==> config.mk <==
export PLATFORM = sky130hd
export DESIGN_NAME = systolic_tile_scheduler
export DESIGN_NICKNAME = d
export VERILOG_FILES = /design/src/rtl/systolic_tile_scheduler.sv
export SDC_FILE = /design/constraint.sdc
export NUM_CORES = 1
export LEC_CHECK = 0
export CORE_AREA = 2 2 110 112
export DETAILED_ROUTE_END_ITERATION = 8
export DIE_AREA = 0 0 112 114
export GPL_ROUTABILITY_DRIVEN = 0
export HOLD_SLACK_MARGIN = 0.1
export PLACE_DENSITY = 0.8
export SYNTH_ARGS = -nofsm -noshare
export SYNTH_HDL_FRONTEND = slang
export SYNTH_SLANG_ARGS = --single-unit
==> constraint.sdc <==
create_clock -name clk -period 4.75 [get_ports clk]
set_input_delay 1.425 -clock clk [delete_from_list [all_inputs] [get_ports clk]]
set_output_delay 1.425 -clock clk [all_outputs]
set_load 0.01 [all_outputs]
==> src/rtl/systolic_tile_scheduler.sv <==
// Steps the systolic array controller through a batch of output-stationary tiles.
// Define SCHED_PERF_CNT_EN to add the busy-cycle and ack-stall performance counters.
module systolic_tile_scheduler #(
    parameter int unsigned NUM_ROW              = 8,
    parameter int unsigned NUM_COL              = 8,
    parameter int unsigned LOG2_SRAM_BANK_DEPTH = 10,
    parameter int unsigned CTRL_WIDTH           = 4,
    parameter int unsigned TILE_CNT_WIDTH       = 8,
    parameter int unsigned DRAIN_TIMEOUT        = 256
) (
    input  logic                            clk,
    input  logic                            rst,
    input  logic                            i_start,
    input  logic [TILE_CNT_WIDTH-1:0]       i_num_tiles,
    input  logic [LOG2_SRAM_BANK_DEPTH-1:0] i_k_len,
    input  logic [LOG2_SRAM_BANK_DEPTH-1:0] i_top_base,
    input  logic [LOG2_SRAM_BANK_DEPTH-1:0] i_left_base,
    input  logic                            i_valid_down_last,
    input  logic                            i_tile_ack,
    output logic [CTRL_WIDTH-1:0]           o_ctrl_state,
    output logic [LOG2_SRAM_BANK_DEPTH-1:0] o_top_rd_start_addr,
    output logic [LOG2_SRAM_BANK_DEPTH-1:0] o_top_rd_end_addr,
    output logic [LOG2_SRAM_BANK_DEPTH-1:0] o_left_rd_start_addr,
    output logic [LOG2_SRAM_BANK_DEPTH-1:0] o_left_rd_end_addr,
    output logic [TILE_CNT_WIDTH-1:0]       o_tile_idx,
    output logic                            o_busy,
    output logic                            o_tile_done,
    output logic                            o_done,
    output logic                            o_err
`ifdef SCHED_PERF_CNT_EN
    ,
    output logic [31:0]                     o_perf_busy_cycles,
    output logic [31:0]                     o_perf_ack_stall_cycles
`endif
);

    localparam int unsigned AW        = LOG2_SRAM_BANK_DEPTH;
    localparam int unsigned FLUSH_LEN = NUM_ROW + NUM_COL - 1;
    localparam int unsigned FLUSH_W   = $clog2(FLUSH_LEN + 1);
    localparam int unsigned CNT_W     = (AW > FLUSH_W) ? AW : FLUSH_W;
    localparam int unsigned DCNT_W    = $clog2(NUM_ROW + 1);
    localparam int unsigned TMR_W     = $clog2(DRAIN_TIMEOUT + 1);

    localparam logic [CTRL_WIDTH-1:0] CTRL_IDLE   = CTRL_WIDTH'(0);
    localparam logic [CTRL_WIDTH-1:0] CTRL_STEADY = CTRL_WIDTH'(1);
    localparam logic [CTRL_WIDTH-1:0] CTRL_DRAIN  = CTRL_WIDTH'(3);

    typedef enum logic [2:0] {StIdle, StSetup, StSteady, StFlush, StDrain, StWaitAck} state_e;

    state_e                    state_q;
    logic [AW-1:0]             k_len_q;
    logic [TILE_CNT_WIDTH-1:0] num_tiles_q;
    logic [CNT_W-1:0]          cnt_q;
    logic [DCNT_W-1:0]         drain_cnt_q;
    logic [TMR_W-1:0]          drain_tmr_q;

    logic                      start_ok;
    logic [CNT_W-1:0]          cnt_nxt;
    logic [DCNT_W-1:0]         drain_cnt_nxt;
    logic [TMR_W-1:0]          drain_tmr_nxt;

    assign start_ok      = (state_q == StIdle) && i_start && (i_num_tiles != '0) && (i_k_len != '0);
    assign cnt_nxt       = cnt_q + CNT_W'(1);
    assign drain_cnt_nxt = drain_cnt_q + DCNT_W'(i_valid_down_last);
    assign drain_tmr_nxt = drain_tmr_q + TMR_W'(1);

    // Windows are loaded on the way into setup so they are valid during the setup cycle.
    always_ff @(posedge clk) begin
        if (rst) begin
            state_q              <= StIdle;
            k_len_q              <= '0;
            num_tiles_q          <= '0;
            cnt_q                <= '0;
            drain_cnt_q          <= '0;
            drain_tmr_q          <= '0;
            o_ctrl_state         <= CTRL_IDLE;
            o_top_rd_start_addr  <= '0;
            o_top_rd_end_addr    <= '0;
            o_left_rd_start_addr <= '0;
            o_left_rd_end_addr   <= '0;
            o_tile_idx           <= '0;
            o_busy               <= 1'b0;
            o_tile_done          <= 1'b0;
            o_done               <= 1'b0;
            o_err                <= 1'b0;
        end else begin
            o_done <= 1'b0;
            o_err  <= 1'b0;
            case (state_q)
                StIdle: begin
                    if (start_ok) begin
                        k_len_q              <= i_k_len;
                        num_tiles_q          <= i_num_tiles;
                        o_tile_idx           <= '0;
                        o_top_rd_start_addr  <= i_top_base;
                        o_top_rd_end_addr    <= i_top_base + i_k_len;
                        o_left_rd_start_addr <= i_left_base;
                        o_left_rd_end_addr   <= i_left_base + i_k_len;
                        o_busy               <= 1'b1;
                        state_q              <= StSetup;
                    end else if (i_start && i_num_tiles == '0) begin
                        o_done <= 1'b1;
                    end else if (i_start) begin
                        o_err <= 1'b1;
                    end
                end
                StSetup: begin
                    cnt_q        <= '0;
                    o_ctrl_state <= CTRL_STEADY;
                    state_q      <= StSteady;
                end
                StSteady: begin
                    if (cnt_nxt == CNT_W'(k_len_q)) begin
                        cnt_q   <= '0;
                        state_q <= StFlush;
                    end else begin
                        cnt_q <= cnt_nxt;
                    end
                end
                StFlush: begin
                    if (cnt_nxt == CNT_W'(FLUSH_LEN)) begin
                        cnt_q        <= '0;
                        drain_cnt_q  <= '0;
                        drain_tmr_q  <= '0;
                        o_ctrl_state <= CTRL_DRAIN;
                        state_q      <= StDrain;
                    end else begin
                        cnt_q <= cnt_nxt;
                    end
                end
                StDrain: begin
                    // A completed drain wins over a timeout landing on the same cycle.
                    if (drain_cnt_nxt == DCNT_W'(NUM_ROW)) begin
                        o_ctrl_state <= CTRL_IDLE;
                        o_tile_done  <= 1'b1;
                        state_q      <= StWaitAck;
                    end else if (drain_tmr_nxt == TMR_W'(DRAIN_TIMEOUT)) begin
                        o_ctrl_state <= CTRL_IDLE;
                        o_busy       <= 1'b0;
                        o_err        <= 1'b1;
                        state_q      <= StIdle;
                    end else begin
                        drain_cnt_q <= drain_cnt_nxt;
                        drain_tmr_q <= drain_tmr_nxt;
                    end
                end
                StWaitAck: begin
                    if (i_tile_ack) begin
                        o_tile_done <= 1'b0;
                        if (o_tile_idx == num_tiles_q - TILE_CNT_WIDTH'(1)) begin
                            o_done  <= 1'b1;
                            o_busy  <= 1'b0;
                            state_q <= StIdle;
                        end else begin
                            o_tile_idx          <= o_tile_idx + TILE_CNT_WIDTH'(1);
                            o_top_rd_start_addr <= o_top_rd_end_addr;
                            o_top_rd_end_addr   <= o_top_rd_end_addr + k_len_q;
                            state_q             <= StSetup;
                        end
                    end
                end
                default: state_q <= StIdle;
            endcase
        end
    end

`ifdef SCHED_PERF_CNT_EN
    always_ff @(posedge clk) begin
        if (rst || start_ok) begin
            o_perf_busy_cycles      <= '0;
            o_perf_ack_stall_cycles <= '0;
        end else begin
            if (o_busy && o_perf_busy_cycles != '1) begin
                o_perf_busy_cycles <= o_perf_busy_cycles + 32'd1;
            end
            if (state_q == StWaitAck && o_perf_ack_stall_cycles != '1) begin
                o_perf_ack_stall_cycles <= o_perf_ack_stall_cycles + 32'd1;
            end
        end
    end
`endif

endmodule

==> results of run 1 <==
state kept, by name (all words and copies together) (netlist names):
signal,cells
num_tiles_q,8
drain_tmr_q,9
o_done,1
o_top_rd_start_addr,10
o_tile_done,1
o_err,1
o_ctrl_state,2
o_left_rd_end_addr,10
o_top_rd_end_addr,10
o_busy,1
drain_cnt_q,4
state_q,3
cnt_q,10
o_tile_idx,8
k_len_q,10
o_left_rd_start_addr,10
cells by family (layout without fill, tap and decap cells):
logic type / after synthesis / after routing / share of synthesized area
xor gates and xnor gates: 49 / 49 / 0.0694
muxes: 2 / 2 / 0.00344
adders and majority gates: 37 / 37 / 0.0785
and+or+nand+nor: 320 / 320 / 0.255
other: 1 / 2 / 0.000607
AOI/OAI and AO/OA: 192 / 192 / 0.223
buffers and inverters: 70 / 144 / 0.0532
DFF: 98 / 98 / 0.317
critical path, cell delays in order:
cell	delay, ps
clkdlybuf4s50_1	470
nor4b_2	260
a21boi_1	730
and2b_1	310
or2_1	160
buf_4	390
nor2_1	90
a311oi_2	250
worst max path at each step:
stage | startpoint | endpoint
6_report | i_start | o_top_rd_start_addr[5]$_SDFFE_PP0P_
5_1_grt | i_start | o_top_rd_start_addr[2]$_SDFFE_PP0P_
4_1_cts | i_k_len[3] | o_top_rd_end_addr[5]$_SDFFE_PP0P_
3_5_place_dp | i_start | o_top_rd_start_addr[7]$_SDFFE_PP0P_
3_3_place_gp | i_k_len[3] | o_tile_idx[0]$_SDFFE_PP0P_
2_1_floorplan | i_valid_down_last | state_q[0]$_SDFFE_PP0P_
where the power goes:
| part | internal (mW) | leakage [nW] | switching, mW | total, mW |
|---|---|---|---|---|
| Sequential | 0.935 | 0.800 | 0.147 | 1.08 |
| Combinational | 0.458 | 1.78 | 0.565 | 1.02 |
| Clock | 0.467 | 0.156 | 0.342 | 0.808 |
| Total | 1.86 | 2.74 | 1.05 | 2.91 |
layout make-up:
type,count,area share
inverters,24,0.0121
clock inverters,7,0.0137
multi-input cells,602,0.521
clock buffers,9,0.0301
repair buffers,104,0.136
well taps,147,0.0246
flip-flops and latches,98,0.262
per-layer routing:
metal | wire length [um] | vias to the layer above
met2 | 8200 | 228
met1 | 7280 | 2896
li1 | - | 2879
met5 | 0 | -
met3 | 1060 | 39
met4 | 375 | 0
cells in the mapped netlist, types with 4 or more instances:
master,number
nand2_1,125
dfxtp_1,98
a21oi_1,65
nor2_1,64
o21ai_0,35
ha_1,34
xnor2_1,30
nand3_1,28
inv_1,24
clkbuf_1,21
xor2_1,19
nor2b_1,17
nor3_1,16
buf_2,15
o211ai_1,14
a311oi_2,12
and3_1,10
or3_1,9
a22oi_1,8
a31oi_1,7
o2111ai_1,6
a211oi_1,5
nand2b_1,5
nand3b_1,5
nor4_1,5
a311oi_1,4
and2_1,4
nand4_1,4
nor3b_1,4
o31ai_1,4
==> flow_metrics.tcl, run 1 <==
set metrics [dict create \
    status "finished, final reports clean" \
    grt-ovfl-total 0 \
    synth_top_area_cell "dfxtp_1" \
    fin_util 0.638 \
    diodes 0 \
    report.power.total_mw 2.91 \
    worst_slack_ps 902 \
    drcViolationCount 0 \
    final_max_slew_viol_count 0 \
    fmax_mhz 260 \
    maxCapViolCount 0 \
    yosysUniqueCellTypes 78 \
    critPathCaptureType "flip-flop" \
    ctsResizeCount 0 \
    finalNonFillerCells 991 \
    power.density_nw_per_um2 390 \
    post-route-min-period_ps 3850 \
    synth-main-ff-cell "dfxtp_1" \
    syn-instance-count 769 \
    clock_latency_ps 350 \
    cts_max_level 3 \
    die_y_um 114 \
    grt_pass1_vias 5776 \
    netlist_area_sq_um 6180 \
    place_area_sq_um 7150 \
    fin_hold_ws_ps 461 \
    n_fill_cell 1002 \
    root_buffer "clkbuf_16" \
    cts_buffers 9 \
    reg2reg_from "state_q[2]$_SDFFE_PP0P_" \
    dpl_worst_slack_ps 620 \
    core_sq_um 11700 \
    layout-drive-gt1-share 0.0687 \
    avgSynthCellArea_sq_um 8.04 \
    crit_arrival_ps 4110 \
    relSlewSlack 0.430 \
    nets 919 \
    dieArea_sq_um 12800 \
    layout_common_cells "125 x nand2_1, 98 x dfxtp_1, 95 x clkdlybuf4s50_1" \
    placementRows 40 \
    mostFrequentLayoutCell "nand2_1" \
    finalCritPeriodShare 0.810 \
    setup_viol 0 \
    synth.yosys.seq_area_share 0.317 \
    hold_buffers 0 \
    crit_fanout 33 \
    rr_worst_depth 8 \
    wl_mm 16.9 \
    rrSetupSlack_ps 1480 \
    synth_warnings 0 \
    fin_setup_tns_ps 0 \
    dp_cells 975 \
    grt_use_met2 0.453 \
    finalInstanceArea_sq_um 7470 \
    clock_skew_ps 9.36 \
    drt_iter0_markers 506 \
    ys_top_cells_by_area "dfxtp_1 32%, nand2_1 7.6%, ha_1 6.9%" \
    synthToLayoutAreaGrowth_pct 20.9 \
    track_usage 0.261 \
    synth_seq_cells 98 \
    rsz0062_at_grt "false" \
    critical_path_class "in -> reg" \
    cts_setup_buffers 0 \
    synth-edff-count 0 \
    clk_transition_reported_paths_ps 70 \
    numPortBuffers 96 \
    tritoncts "yes" \
    cts_buffer_depth 2 \
    register_area_sq_um 1960 \
    num_vias 6042 \
    tightestPinTransition_ps 855 \
    die_w_um 112 \
    min_path_cells 2 \
    io_pins 99 \
    grt_antenna_before_repair 0 \
    reg2reg_to "o_top_rd_start_addr[5]$_SDFFE_PP0P_" \
    holdPathEnd "o_left_rd_end_addr[5]$_SDFFE_PP0P_" \
    dr.pass1.iters 5 \
    use_met3 0.0484 \
    vdd_drop_max_mv 0.244 \
    dp_hpwl_mm 12.2 \
    ant_nets 0 \
    hold_start "o_left_rd_end_addr[5]$_SDFFE_PP0P_" \
    grt_pass1_wl_mm 27.8 \
    routed_via_density 6.10 \
    min_path_type "reg -> reg" \
    grt.busiest_layer "met2" \
    start_util 0.528 \
    final_hold_viol_count 0 \
    clock_sinks 98 \
    cp.required_ps 5010 \
    synth_top_area_frac 0.317 \
    met1_usage 0.327 \
    avgRoutedWirePerCell_um 17.1 \
    synthArstFlopShare 0 \
    cellLeakagePower_nw 2.74 \
    multiInputGateArea_sq_um 3890 \
    grt_max_degree 42 \
    start_kind "input port" \
]
Note: power is estimated with default switching activity, not from simulation.
==> run 2, diff against run 1 <==
- CORE_AREA: 2 2 110 112 -> 2 2 116 118
- DIE_AREA: 0 0 112 114 -> 0 0 118 120
- PLACE_DENSITY: 0.8 -> 0.76
- clock period: 4.75 -> 3.5 ns (I/O delays scaled with it)
==> flow_metrics.tcl, run 2 (synthesis results as in run 1) <==
set metrics [dict create \
    status "finished, final reports clean" \
    layout-drive-gt1-share 0.0892 \
    fin_hold_ws_ps 458 \
    relSlewSlack 0.418 \
    routed_via_density 5.57 \
    grt_pass1_vias 5320 \
    die_y_um 120 \
    vdd_drop_max_mv 0.311 \
    finalNonFillerCells 1039 \
    mostFrequentLayoutCell "nand2_1" \
    clk_transition_reported_paths_ps 60 \
    fmax_mhz 315 \
    cts_setup_buffers 0 \
    critPathBufInv 2 \
    critPathCaptureType "flip-flop" \
    tightestPinTransition_ps 866 \
    tritoncts "yes" \
    fin_util 0.591 \
    numPortBuffers 96 \
    dieArea_sq_um 14200 \
    place_area_sq_um 7380 \
    clock_skew_ps 6.82 \
    critPathSlowestCell "clkdlybuf4s50_1" \
    grt_pass1_wl_mm 26.3 \
    start_util 0.476 \
    grt_antenna_before_repair 0 \
    finalCritPeriodShare 0.907 \
    setup_viol 0 \
    maxCapViolCount 0 \
    root_buffer "clkbuf_16" \
    synthToLayoutAreaGrowth_pct 24.0 \
    slowest_delay_ps 560 \
    min_path_type "reg -> reg" \
    cellLeakagePower_nw 2.84 \
    avgRoutedWirePerCell_um 15.1 \
    crit_arrival_ps 3470 \
    diodes 0 \
    finalInstanceArea_sq_um 7670 \
    core_sq_um 13000 \
    ctsResizeCount 0 \
    dpl_worst_slack_ps -61.3 \
    drt_iter0_markers 400 \
    cp.required_ps 3790 \
    final_hold_viol_count 0 \
    grt_max_degree 33 \
    ant_nets 0 \
    clock_sinks 98 \
    crit_fanout 4 \
    path_cells "clkdlybuf4s50_1 -> ha_1 -> inv_1 -> fa_1 -> nor2b_1 -> o21ai_0 -> a21oi_1 -> o21a_1 -> o211ai_1 -> a2111o_1 -> nand3_1" \
    dr.pass1.iters 5 \
    rsz0062_at_grt "false" \
    report.power.total_mw 3.89 \
    cts_buffers 9 \
    layout_common_cells "125 x nand2_1, 98 x dfxtp_1, 95 x clkdlybuf4s50_1" \
    track_usage 0.226 \
    power.density_nw_per_um2 507 \
    dp_hpwl_mm 11.8 \
    post-route-min-period_ps 3170 \
    clock_latency_ps 350 \
    io_pins 99 \
    final_max_slew_viol_count 0 \
    dp_cells 1023 \
    drcViolationCount 0 \
    nets 938 \
    hold_buffers 0 \
    start_kind "input port" \
    grt-ovfl-total 0 \
    cts_buffer_depth 2 \
    die_w_um 118 \
    placementRows 42 \
    critPathTopFamily "compound AO/OA/AOI/OAI gates" \
    worst_slack_ps 327 \
    critical_path_class "in -> reg" \
    num_vias 5788 \
    wl_mm 15.7 \
    cts_max_level 3 \
    fin_setup_tns_ps 0 \
]
[run 2: final cells by class]
| class | instances | area [sq um] |
|---|---|---|
| Fill cell | 1177 | 5310 |
| Multi-Input combinational cell | 602 | 3890 |
| Sequential cell | 98 | 1960 |
| Timing Repair Buffer | 123 | 1210 |
| Clock buffer | 11 | 253 |
| Tap cell | 176 | 220 |
| Inverter | 24 | 90.1 |
| Clock inverter | 5 | 38.8 |
[run 2: routing by layer]
metal,vias to the layer above,GRT usage,share of wire
li1,2915,-,-
met1,2700,0.305,0.47
met2,152,0.361,0.45
met3,21,0.0475,0.058
met4,0,0.0745,0.017
met5,-,0,0
[run 2: report_power, final]
group	switching, mW	internal, mW
logic	0.792	0.698
registers	0.158	1.27
clock network	0.446	0.523
total	1.40	2.49
[run 2: path summary, 6_finish.rpt]
check,start,end,slack (ps),depth (start not counted)
max,i_k_len[0],o_left_rd_end_addr[8]$_SDFFE_PP0P_,330,11
min,o_left_rd_start_addr[8]$_SDFFE_PP0P_,o_left_rd_start_addr[8]$_SDFFE_PP0P_,460,2
max reg2reg,cnt_q[0]$_SDFFE_PP0P_,cnt_q[0]$_SDFFE_PP0P_,680,8
min reg2reg,o_left_rd_start_addr[8]$_SDFFE_PP0P_,o_left_rd_start_addr[8]$_SDFFE_PP0P_,460,2
[run 2: worst min-delay path: cells and delay by family (launching register included)]
family          cells  cell delay [ps]
simple gates        1               50
compound gates      1               50
flops               1              310
